==> src/rtl/ts_output_arbiter_pkg.sv <==
// ---------------------------------------------------------------------------
// ts_output_arbiter_pkg
// Shared constants and types for the TS output arbiter:
//   - TS packet geometry and sync byte
//   - null packet header bytes (PID 0x1FFF, payload only, CC 0)
//   - 2-bit source-select encoding
//   - null_byte(): byte n of a null packet
// ---------------------------------------------------------------------------
package ts_output_arbiter_pkg;

    localparam int          TS_PKT_LEN = 188;
    localparam logic [7:0]  LAST_BYTE  = 8'(TS_PKT_LEN - 1);
    localparam logic [7:0]  TS_SYNC    = 8'h47;
    localparam logic [12:0] NULL_PID   = 13'h1FFF;

    // Null header: 47 | 000,PID[12:8] | PID[7:0] | 0001_0000 (payload only, CC 0)
    localparam logic [7:0]  NULL_HDR1  = {3'b000, NULL_PID[12:8]};
    localparam logic [7:0]  NULL_HDR2  = NULL_PID[7:0];
    localparam logic [7:0]  NULL_HDR3  = 8'h10;
    localparam logic [7:0]  NULL_FILL  = 8'hFF;

    typedef enum logic [1:0] {
        SEL_PAT  = 2'd0,
        SEL_PMT  = 2'd1,
        SEL_T2MI = 2'd2,
        SEL_NULL = 2'd3
    } sel_e;

    function automatic logic [7:0] null_byte(input logic [7:0] idx);
        case (idx)
            8'd0:    return TS_SYNC;
            8'd1:    return NULL_HDR1;
            8'd2:    return NULL_HDR2;
            8'd3:    return NULL_HDR3;
            default: return NULL_FILL;
        endcase
    endfunction

endpackage

==> src/rtl/ts_output_arbiter_if.sv <==
// ---------------------------------------------------------------------------
// ts_output_arbiter_if
// Bundles the source-side and pin-side signals of the TS output arbiter.
//   OUT_ENA              byte slot enable
//   T2MI_REQ/DATA/RD     T2-MI packetiser (show-ahead, RD consumes)
//   PAT_DATA/RD          PAT generator (always ready)
//   PMT_DATA/RD          PMT generator (always ready)
//   DATA_OUT/DVALID_OUT/PSYNC_OUT  registered TS output
// modport master: the arbiter; modport slave: sources and output sink.
// ---------------------------------------------------------------------------
interface ts_output_arbiter_if;

    logic       OUT_ENA;
    logic       T2MI_REQ;
    logic [7:0] T2MI_DATA;
    logic       T2MI_RD;
    logic [7:0] PAT_DATA;
    logic       PAT_RD;
    logic [7:0] PMT_DATA;
    logic       PMT_RD;
    logic [7:0] DATA_OUT;
    logic       DVALID_OUT;
    logic       PSYNC_OUT;

    modport master (
        input  OUT_ENA, T2MI_REQ, T2MI_DATA, PAT_DATA, PMT_DATA,
        output T2MI_RD, PAT_RD, PMT_RD, DATA_OUT, DVALID_OUT, PSYNC_OUT
    );

    modport slave (
        output OUT_ENA, T2MI_REQ, T2MI_DATA, PAT_DATA, PMT_DATA,
        input  T2MI_RD, PAT_RD, PMT_RD, DATA_OUT, DVALID_OUT, PSYNC_OUT
    );

endinterface

==> src/rtl/ts_output_arbiter.sv <==
// ---------------------------------------------------------------------------
// ts_output_arbiter
// Packet-level arbiter for the final TS byte stream. Each 188-byte slot is
// granted at byte 0 to PAT, PMT, T2-MI or a generated null packet (fixed
// priority in that order), and the grant holds for the whole packet.
// PAT/PMT are forced due every PSI_PERIOD output packets; their CC nibble
// in header byte 3 is owned and rewritten here.
// Ports:
//   CLK, RST   clock, synchronous active-high reset
//   bus        ts_output_arbiter_if.master (sources, RD strobes, TS output)
// ---------------------------------------------------------------------------
module ts_output_arbiter
    import ts_output_arbiter_pkg::*;
#(
    parameter int PSI_PERIOD = 4096
) (
    input  logic                  CLK,
    input  logic                  RST,
    ts_output_arbiter_if.master   bus
);

    localparam logic [15:0] PCNT_LAST = 16'(PSI_PERIOD - 1);

    logic [7:0]  r_bcnt;
    sel_e        r_sel;
    logic [15:0] r_pcnt;
    logic        r_pat_due;
    logic        r_pmt_due;
    logic [3:0]  r_cc_pat;
    logic [3:0]  r_cc_pmt;
    logic [7:0]  r_data;
    logic        r_dvalid;
    logic        r_psync;

    logic        w_boundary;
    logic        w_last;
    logic        w_fire;
    sel_e        w_pick;
    sel_e        w_sel;
    logic [7:0]  w_byte;

    assign w_boundary = (r_bcnt == 8'd0);
    assign w_last     = (r_bcnt == LAST_BYTE);
    // No byte is consumed while reset is held, so sources and arbiter stay aligned.
    assign w_fire     = bus.OUT_ENA && !RST;

    always_comb begin
        if (r_pat_due)         w_pick = SEL_PAT;
        else if (r_pmt_due)    w_pick = SEL_PMT;
        else if (bus.T2MI_REQ) w_pick = SEL_T2MI;
        else                   w_pick = SEL_NULL;
    end

    // Byte 0 uses the fresh decision; bytes 1..187 use the latched grant.
    assign w_sel = w_boundary ? w_pick : r_sel;

    assign bus.PAT_RD  = w_fire && (w_sel == SEL_PAT);
    assign bus.PMT_RD  = w_fire && (w_sel == SEL_PMT);
    assign bus.T2MI_RD = w_fire && (w_sel == SEL_T2MI);

    // PSI header byte 3 carries the locally owned continuity counter.
    always_comb begin
        w_byte = null_byte(r_bcnt);
        case (w_sel)
            SEL_PAT:  w_byte = (r_bcnt == 8'd3) ? {bus.PAT_DATA[7:4], r_cc_pat} : bus.PAT_DATA;
            SEL_PMT:  w_byte = (r_bcnt == 8'd3) ? {bus.PMT_DATA[7:4], r_cc_pmt} : bus.PMT_DATA;
            SEL_T2MI: w_byte = bus.T2MI_DATA;
            default:  ;
        endcase
    end

    always_ff @(posedge CLK) begin
        if (RST) begin
            r_bcnt    <= 8'd0;
            r_sel     <= SEL_NULL;
            r_pcnt    <= 16'd0;
            r_pat_due <= 1'b1;
            r_pmt_due <= 1'b1;
            r_cc_pat  <= 4'd0;
            r_cc_pmt  <= 4'd0;
            r_data    <= 8'd0;
            r_dvalid  <= 1'b0;
            r_psync   <= 1'b0;
        end else if (bus.OUT_ENA) begin
            r_data   <= w_byte;
            r_dvalid <= 1'b1;
            r_psync  <= w_boundary;
            r_bcnt   <= w_last ? 8'd0 : r_bcnt + 8'd1;

            if (w_boundary) begin
                r_sel <= w_sel;
                if (w_sel == SEL_PAT) r_pat_due <= 1'b0;
                if (w_sel == SEL_PMT) r_pmt_due <= 1'b0;
            end

            // Clears happen on byte 0 and sets on byte 187, so they never collide;
            // a flag still pending at wrap simply stays set.
            if (w_last) begin
                if (r_sel == SEL_PAT) r_cc_pat <= r_cc_pat + 4'd1;
                if (r_sel == SEL_PMT) r_cc_pmt <= r_cc_pmt + 4'd1;
                if (r_pcnt == PCNT_LAST) begin
                    r_pcnt    <= 16'd0;
                    r_pat_due <= 1'b1;
                    r_pmt_due <= 1'b1;
                end else begin
                    r_pcnt <= r_pcnt + 16'd1;
                end
            end
        end else begin
            r_dvalid <= 1'b0;
            r_psync  <= 1'b0;
        end
    end

    assign bus.DATA_OUT   = r_data;
    assign bus.DVALID_OUT = r_dvalid;
    assign bus.PSYNC_OUT  = r_psync;

endmodule

==> src/flat_wrapper.sv <==
// flat-port wrapper written by rule: the top's interface ports become plain ports
module ts_output_arbiter_flat import ts_output_arbiter_pkg::*;
#(
    parameter int PSI_PERIOD = 4096
)
  (CLK, RST, bus_OUT_ENA, bus_T2MI_REQ, bus_T2MI_DATA, bus_PAT_DATA, bus_PMT_DATA, bus_T2MI_RD, bus_PAT_RD, bus_PMT_RD, bus_DATA_OUT, bus_DVALID_OUT, bus_PSYNC_OUT);
  ts_output_arbiter_if bus_i ();
  input  logic CLK;
  input  logic RST;
  input wire logic [$bits(bus_i.OUT_ENA)-1:0] bus_OUT_ENA;
  input wire logic [$bits(bus_i.T2MI_REQ)-1:0] bus_T2MI_REQ;
  input wire logic [$bits(bus_i.T2MI_DATA)-1:0] bus_T2MI_DATA;
  input wire logic [$bits(bus_i.PAT_DATA)-1:0] bus_PAT_DATA;
  input wire logic [$bits(bus_i.PMT_DATA)-1:0] bus_PMT_DATA;
  output wire logic [$bits(bus_i.T2MI_RD)-1:0] bus_T2MI_RD;
  output wire logic [$bits(bus_i.PAT_RD)-1:0] bus_PAT_RD;
  output wire logic [$bits(bus_i.PMT_RD)-1:0] bus_PMT_RD;
  output wire logic [$bits(bus_i.DATA_OUT)-1:0] bus_DATA_OUT;
  output wire logic [$bits(bus_i.DVALID_OUT)-1:0] bus_DVALID_OUT;
  output wire logic [$bits(bus_i.PSYNC_OUT)-1:0] bus_PSYNC_OUT;
  assign bus_i.OUT_ENA = bus_OUT_ENA;
  assign bus_i.T2MI_REQ = bus_T2MI_REQ;
  assign bus_i.T2MI_DATA = bus_T2MI_DATA;
  assign bus_i.PAT_DATA = bus_PAT_DATA;
  assign bus_i.PMT_DATA = bus_PMT_DATA;
  assign bus_T2MI_RD = bus_i.T2MI_RD;
  assign bus_PAT_RD = bus_i.PAT_RD;
  assign bus_PMT_RD = bus_i.PMT_RD;
  assign bus_DATA_OUT = bus_i.DATA_OUT;
  assign bus_DVALID_OUT = bus_i.DVALID_OUT;
  assign bus_PSYNC_OUT = bus_i.PSYNC_OUT;
  ts_output_arbiter #(.PSI_PERIOD(PSI_PERIOD)) u_core (.CLK(CLK), .RST(RST), .bus(bus_i));
endmodule
==> config.mk <==
export PLATFORM = sky130hd
export DESIGN_NAME = ts_output_arbiter_flat
export DESIGN_NICKNAME = d
export VERILOG_FILES = /design/src/rtl/ts_output_arbiter_pkg.sv /design/src/rtl/ts_output_arbiter_if.sv /design/src/rtl/ts_output_arbiter.sv /design/src/flat_wrapper.sv
export SDC_FILE = /design/constraint.sdc
export NUM_CORES = 1
export LEC_CHECK = 0
export ABC_CLOCK_PERIOD_IN_PS = 2200
export CAP_MARGIN = 15
export CORE_ASPECT_RATIO = 1.5
export CORE_MARGIN = 8
export CORE_UTILIZATION = 37
export DETAILED_ROUTE_END_ITERATION = 10
export GPL_ROUTABILITY_DRIVEN = 0
export GPL_TIMING_DRIVEN = 0
export PLACE_DENSITY_LB_ADDON = 0.12
export SYNTH_ARGS = -nofsm -noshare
export SYNTH_HDL_FRONTEND = slang
export SYNTH_SLANG_ARGS = --single-unit
==> constraint.sdc <==
create_clock -name CLK -period 2.2 [get_ports CLK]
set_clock_uncertainty 0.05 [all_clocks]
set_input_delay 0.22 -clock CLK [delete_from_list [all_inputs] [get_ports CLK]]
set_output_delay 0.22 -clock CLK [all_outputs]
set_load 0.005 [all_outputs]
==> results list <==
- The flow ran to the end, and the final reports show no timing, DRC or antenna violations.
- Worst slack after detailed placement: -427.4 ps
- Synthesized Nets: 329
- For this run, the number of standard cells in the final layout without fillers is 443.
- Width of the chip: 83.12 µm
- Max-Slew Margin vs Limit: 58.48%
* Launch instance of the worst min-delay path: RST
* Maximum number of pins on one net before global-route repair: 16
- Yosys printed 0 warnings.
- Hold repair after CTS inserted 0 buffers.
* Critical path capture point type: output port
- Count of nets left with antenna violations after detail routing: 0
* Worst skew pair latency: 310 ps
- Along the worst path, the maximum fanout reaches 4.
- For this run, the total global-route usage over all layers was measured as 14.67%.
* CTS H-tree depth: 2
* Number of global-route vias before repair: 2425
- Average vias per placed instance: 5.345
- Share of the core filled with cells: 52.43%
* Die H: 116.7 µm
- Final setup fails: 0
- Initial core utilization: 38.28%
- CTS clock-pin slew for the worst setup and hold paths: 90 ps
* Number of cell rows: 36
- Switching part of the total power: 29.44%
- Number of search-and-repair iterations in the first detailed-routing pass: 4
- Min setup slack post-route: 23.33 ps
- The share of total power dissipated in combinational logic is 28.9%.
- Count of cells along the worst register-to-register path: 6
- The critical path is of the register to output port type.
- Clock network power share: 29.9%
- Detailed Route WL: 7.096 mm
* Portion of the clock cycle consumed by the worst path in the final layout: 98.94%
- The worst register-to-register path ends at u_core.r_pcnt[12]$_SDFFE_PP0P_.
- Total I/O pin count: 41
* First-pass GRT wire length: 11.67 mm
* Worst reg2reg path startpoint: u_core.r_pcnt[12]$_SDFFE_PP0P_
* Hold depth: 2
- Number of buffers inserted during clock tree synthesis: 5
- Setup repair after global routing could not meet its margin everywhere.
- Number of instances in the synthesized netlist: 295
- Sum of net half-perimeters after detailed placement: 5.061 mm
- Core Region: 0.006531 mm²
- Drt drc: 0
* Number of buffers added on ports: 39
* Post-route setup TNS: 0 ps
- With fillers left out, the area of the finished cells amounts to 0.003425 mm².
- TritonCTS Sinks: 46
- The min-delay analysis places its worst path in the category input port to register.
* Most common cell after layout, fill and taps aside: nor2_1
- Area after detailed placement: 0.002985 mm²
* Register bit total from synthesis: 46
* Worst min-delay path endpoint: u_core.bus.DATA_OUT[7]$_SDFFE_PP0P_
- Predominant post-synthesis flop cell: dfxtp_1
- Critical path data arrival time: 1910 ps
- The net count of the finished layout is 400.
* Worst Setup Start Kind: register
* Maximum vdd ir drop: 0.0004123 V
- CTS tree: done
- Leakage: 1.337 nW
- For this design the ratio of total power to cell area is 633.8 mW/mm².
* Root Driver: clkbuf_8
* Relative contribution of sequential cells to total power: 41.2%
- Max-Cap Viols: 0
- Most frequent cells in the layout: 47 x nor2_1, 41 x dfxtp_1, 36 x clkdlybuf4s50_1
- Data on the critical path is required at its endpoint by 1930 ps.
* Async set-or-reset flop fraction in the synthesized netlist: 0%
- Counting along the longest clock path gives a buffer depth of 2.
* Worst-margin pin slew: 622.7 ps
- Mean instance size in the synthesized netlist: 8.474 µm²
- Number of enable flip-flop cells after synthesis: 0
- Reported net switching power: 0.6389 mW
- In this run the cell area of the synthesized design comes to 0.002500 mm².
- The synthesized design spends more area on one cell type than any other, namely dfxtp_1.
- Timing-limited maximum frequency: 459.4 MHz
- The number of antenna violations at the first check in global routing was 0.
- Layout cell share with drive strength beyond 1: 22.07%
- The clock period could shrink to 2177 ps.
- Across all register-to-register paths, the minimum setup slack is 90 ps.
* Synth area leaders: dfxtp_1 37%, nor2_1 7.1%, xor2_1 5.3%
- Final routed wire length divided by cell count: 16.02 µm
* Overflow left after global routing: 0
* FILL cells: 634
- In this run, distinct cell masters in the synthesized netlist total 54.
- The share of the Yosys chip area taken by registers is 36.84%.
- The detailed router finished its first iteration with 107 violations.
* Number of antenna cells inserted: 0
- The number of placed instances, taps included, is 410.
- Overall via count from detail_route: 2368
- The synthesized design devotes to its leading area cell type 36.84% of total area.
- Final max-slew violation count: 0
* Die ar.: 0.009697 mm²
* Internal cell power: 1.532 mW
- The final count of hold timing violations was 0.
* Post-synthesis to final-layout area growth: 36.99%
-- cell usage after synthesis (2+ instances only) --
cell      instances
a211oi_2          2
a21o_1            4
a21oi_1           4
a221oi_1          2
a311oi_1          5
a31oi_1           2
and2_1            3
and3_1            5
and4_1            2
buf_2             3
buf_4             2
buf_6             2
clkbuf_1          8
dfxtp_1          46
ha_1              6
inv_1             7
mux2_1            4
mux2i_1           4
nand2_1          17
nand2b_1          2
nand3_1          25
nand4_1          11
nor2_1           47
nor3_1            7
nor4_1            3
o211ai_1          6
o21ai_0          11
o21ai_2           2
or3b_2            2
or4_1             2
xnor2_1          12
xor2_1           15
-- repair_timing --
| item | in CTS | in global routing |
|---|---|---|
| setup buffers | 19 | 10 |
| endpoints found under the setup margin | 31 | 22 |
| pin swaps | 16 | 8 |
| gates resized for setup | 46 | 9 |
-- worst max-delay path, cell delays in order (launching register included) --
cell     delay (ps)
dfxtp_4         370
inv_2            60
ha_4            140
nor3b_4         220
buf_6           140
and4_1          210
buf_6           130
nor2_4           40
nor3_2          160
buf_2           140
-- flip-flops by register name, indices dropped and copies added, names as in the netlist --
register,count
u_core.r_pcnt,16
u_core.bus.DATA_OUT,8
u_core.r_bcnt,8
u_core.r_cc_pat,4
u_core.r_cc_pmt,4
u_core.r_sel,2
u_core.bus.DVALID_OUT,1
u_core.bus.PSYNC_OUT,1
u_core.r_pat_due,1
u_core.r_pmt_due,1
-- cell type report --
type / count / area (µm²) / area share, %
buffer: 12 / 68.82 / 2.010
timing repair buffer: 67 / 589.3 / 17.21
multi-input combinational: 227 / 1597 / 46.62
clock buffer: 5 / 68.82 / 2.010
tap: 76 / 95.09 / 2.777
inverter: 7 / 26.28 / 0.7673
clock inverter: 3 / 45.04 / 1.315
sequential: 46 / 934.6 / 27.29
-- how the worst max path moves through the flow --
| stage | start | endpoint | slack [ps] | depth (start not counted) |
|---|---|---|---|---|
| global route | u_core.r_bcnt[0]$_SDFFE_PP0P_ | bus_PMT_RD | -50 | 9 |
| detailed placement | bus_OUT_ENA | bus_T2MI_RD | -430 | 5 |
| global placement | bus_OUT_ENA | bus_T2MI_RD | -440 | 5 |
| finish | u_core.r_bcnt[0]$_SDFFE_PP0P_ | bus_PMT_RD | 20 | 9 |
| CTS | u_core.r_bcnt[4]$_SDFFE_PP0P_ | bus_PAT_RD | -30 | 7 |
| floorplan | u_core.r_bcnt[0]$_SDFFE_PP0P_ | u_core.bus.DATA_OUT[0]$_SDFFE_PP0P_ | 130 | 6 |
-- cells by family after synthesis --
kind of cell,after synthesis,share of synthesized area (%)
flops,46,36.84
mux,8,3.403
simple gates,138,28.73
fa+ha+maj,6,3.003
compound gates,48,14.21
buf+inv,22,4.354
xor+xnor,27,9.460
-- layer usage --
metal,track usage (%),vias up,part of all wire [%]
met5,0,-,0
met4,8.588,0,3.8
met3,3.001,16,4.0
met2,26.69,62,50
met1,15.31,1097,42
li1,-,1193,-
-- power groups by stage --
| stage | Sequential (mW) | Combinational, mW | Clock (mW) |
|---|---|---|---|
| 6_report | 0.894 | 0.626 | 0.650 |
| 5_1_grt | 0.900 | 0.677 | 0.694 |
| 3_5_place_dp | 0.915 | 0.466 | 0 |
| 3_3_place_gp | 0.914 | 0.465 | 0 |
| 4_1_cts | 0.894 | 0.585 | 0.666 |
| 2_1_floorplan | 0.914 | 0.281 | 0 |
-- metrics by stage --
stage | power (mW) | hold slack (ps)
2_1_floorplan | 1.195 | 343.4
3_3_place_gp | 1.379 | 426.8
3_5_place_dp | 1.381 | 425.3
4_1_cts | 2.145 | 358.2
5_1_grt | 2.270 | 381.0
6_report | 2.170 | 372.3
Note: power is estimated with default switching activity, not from simulation.
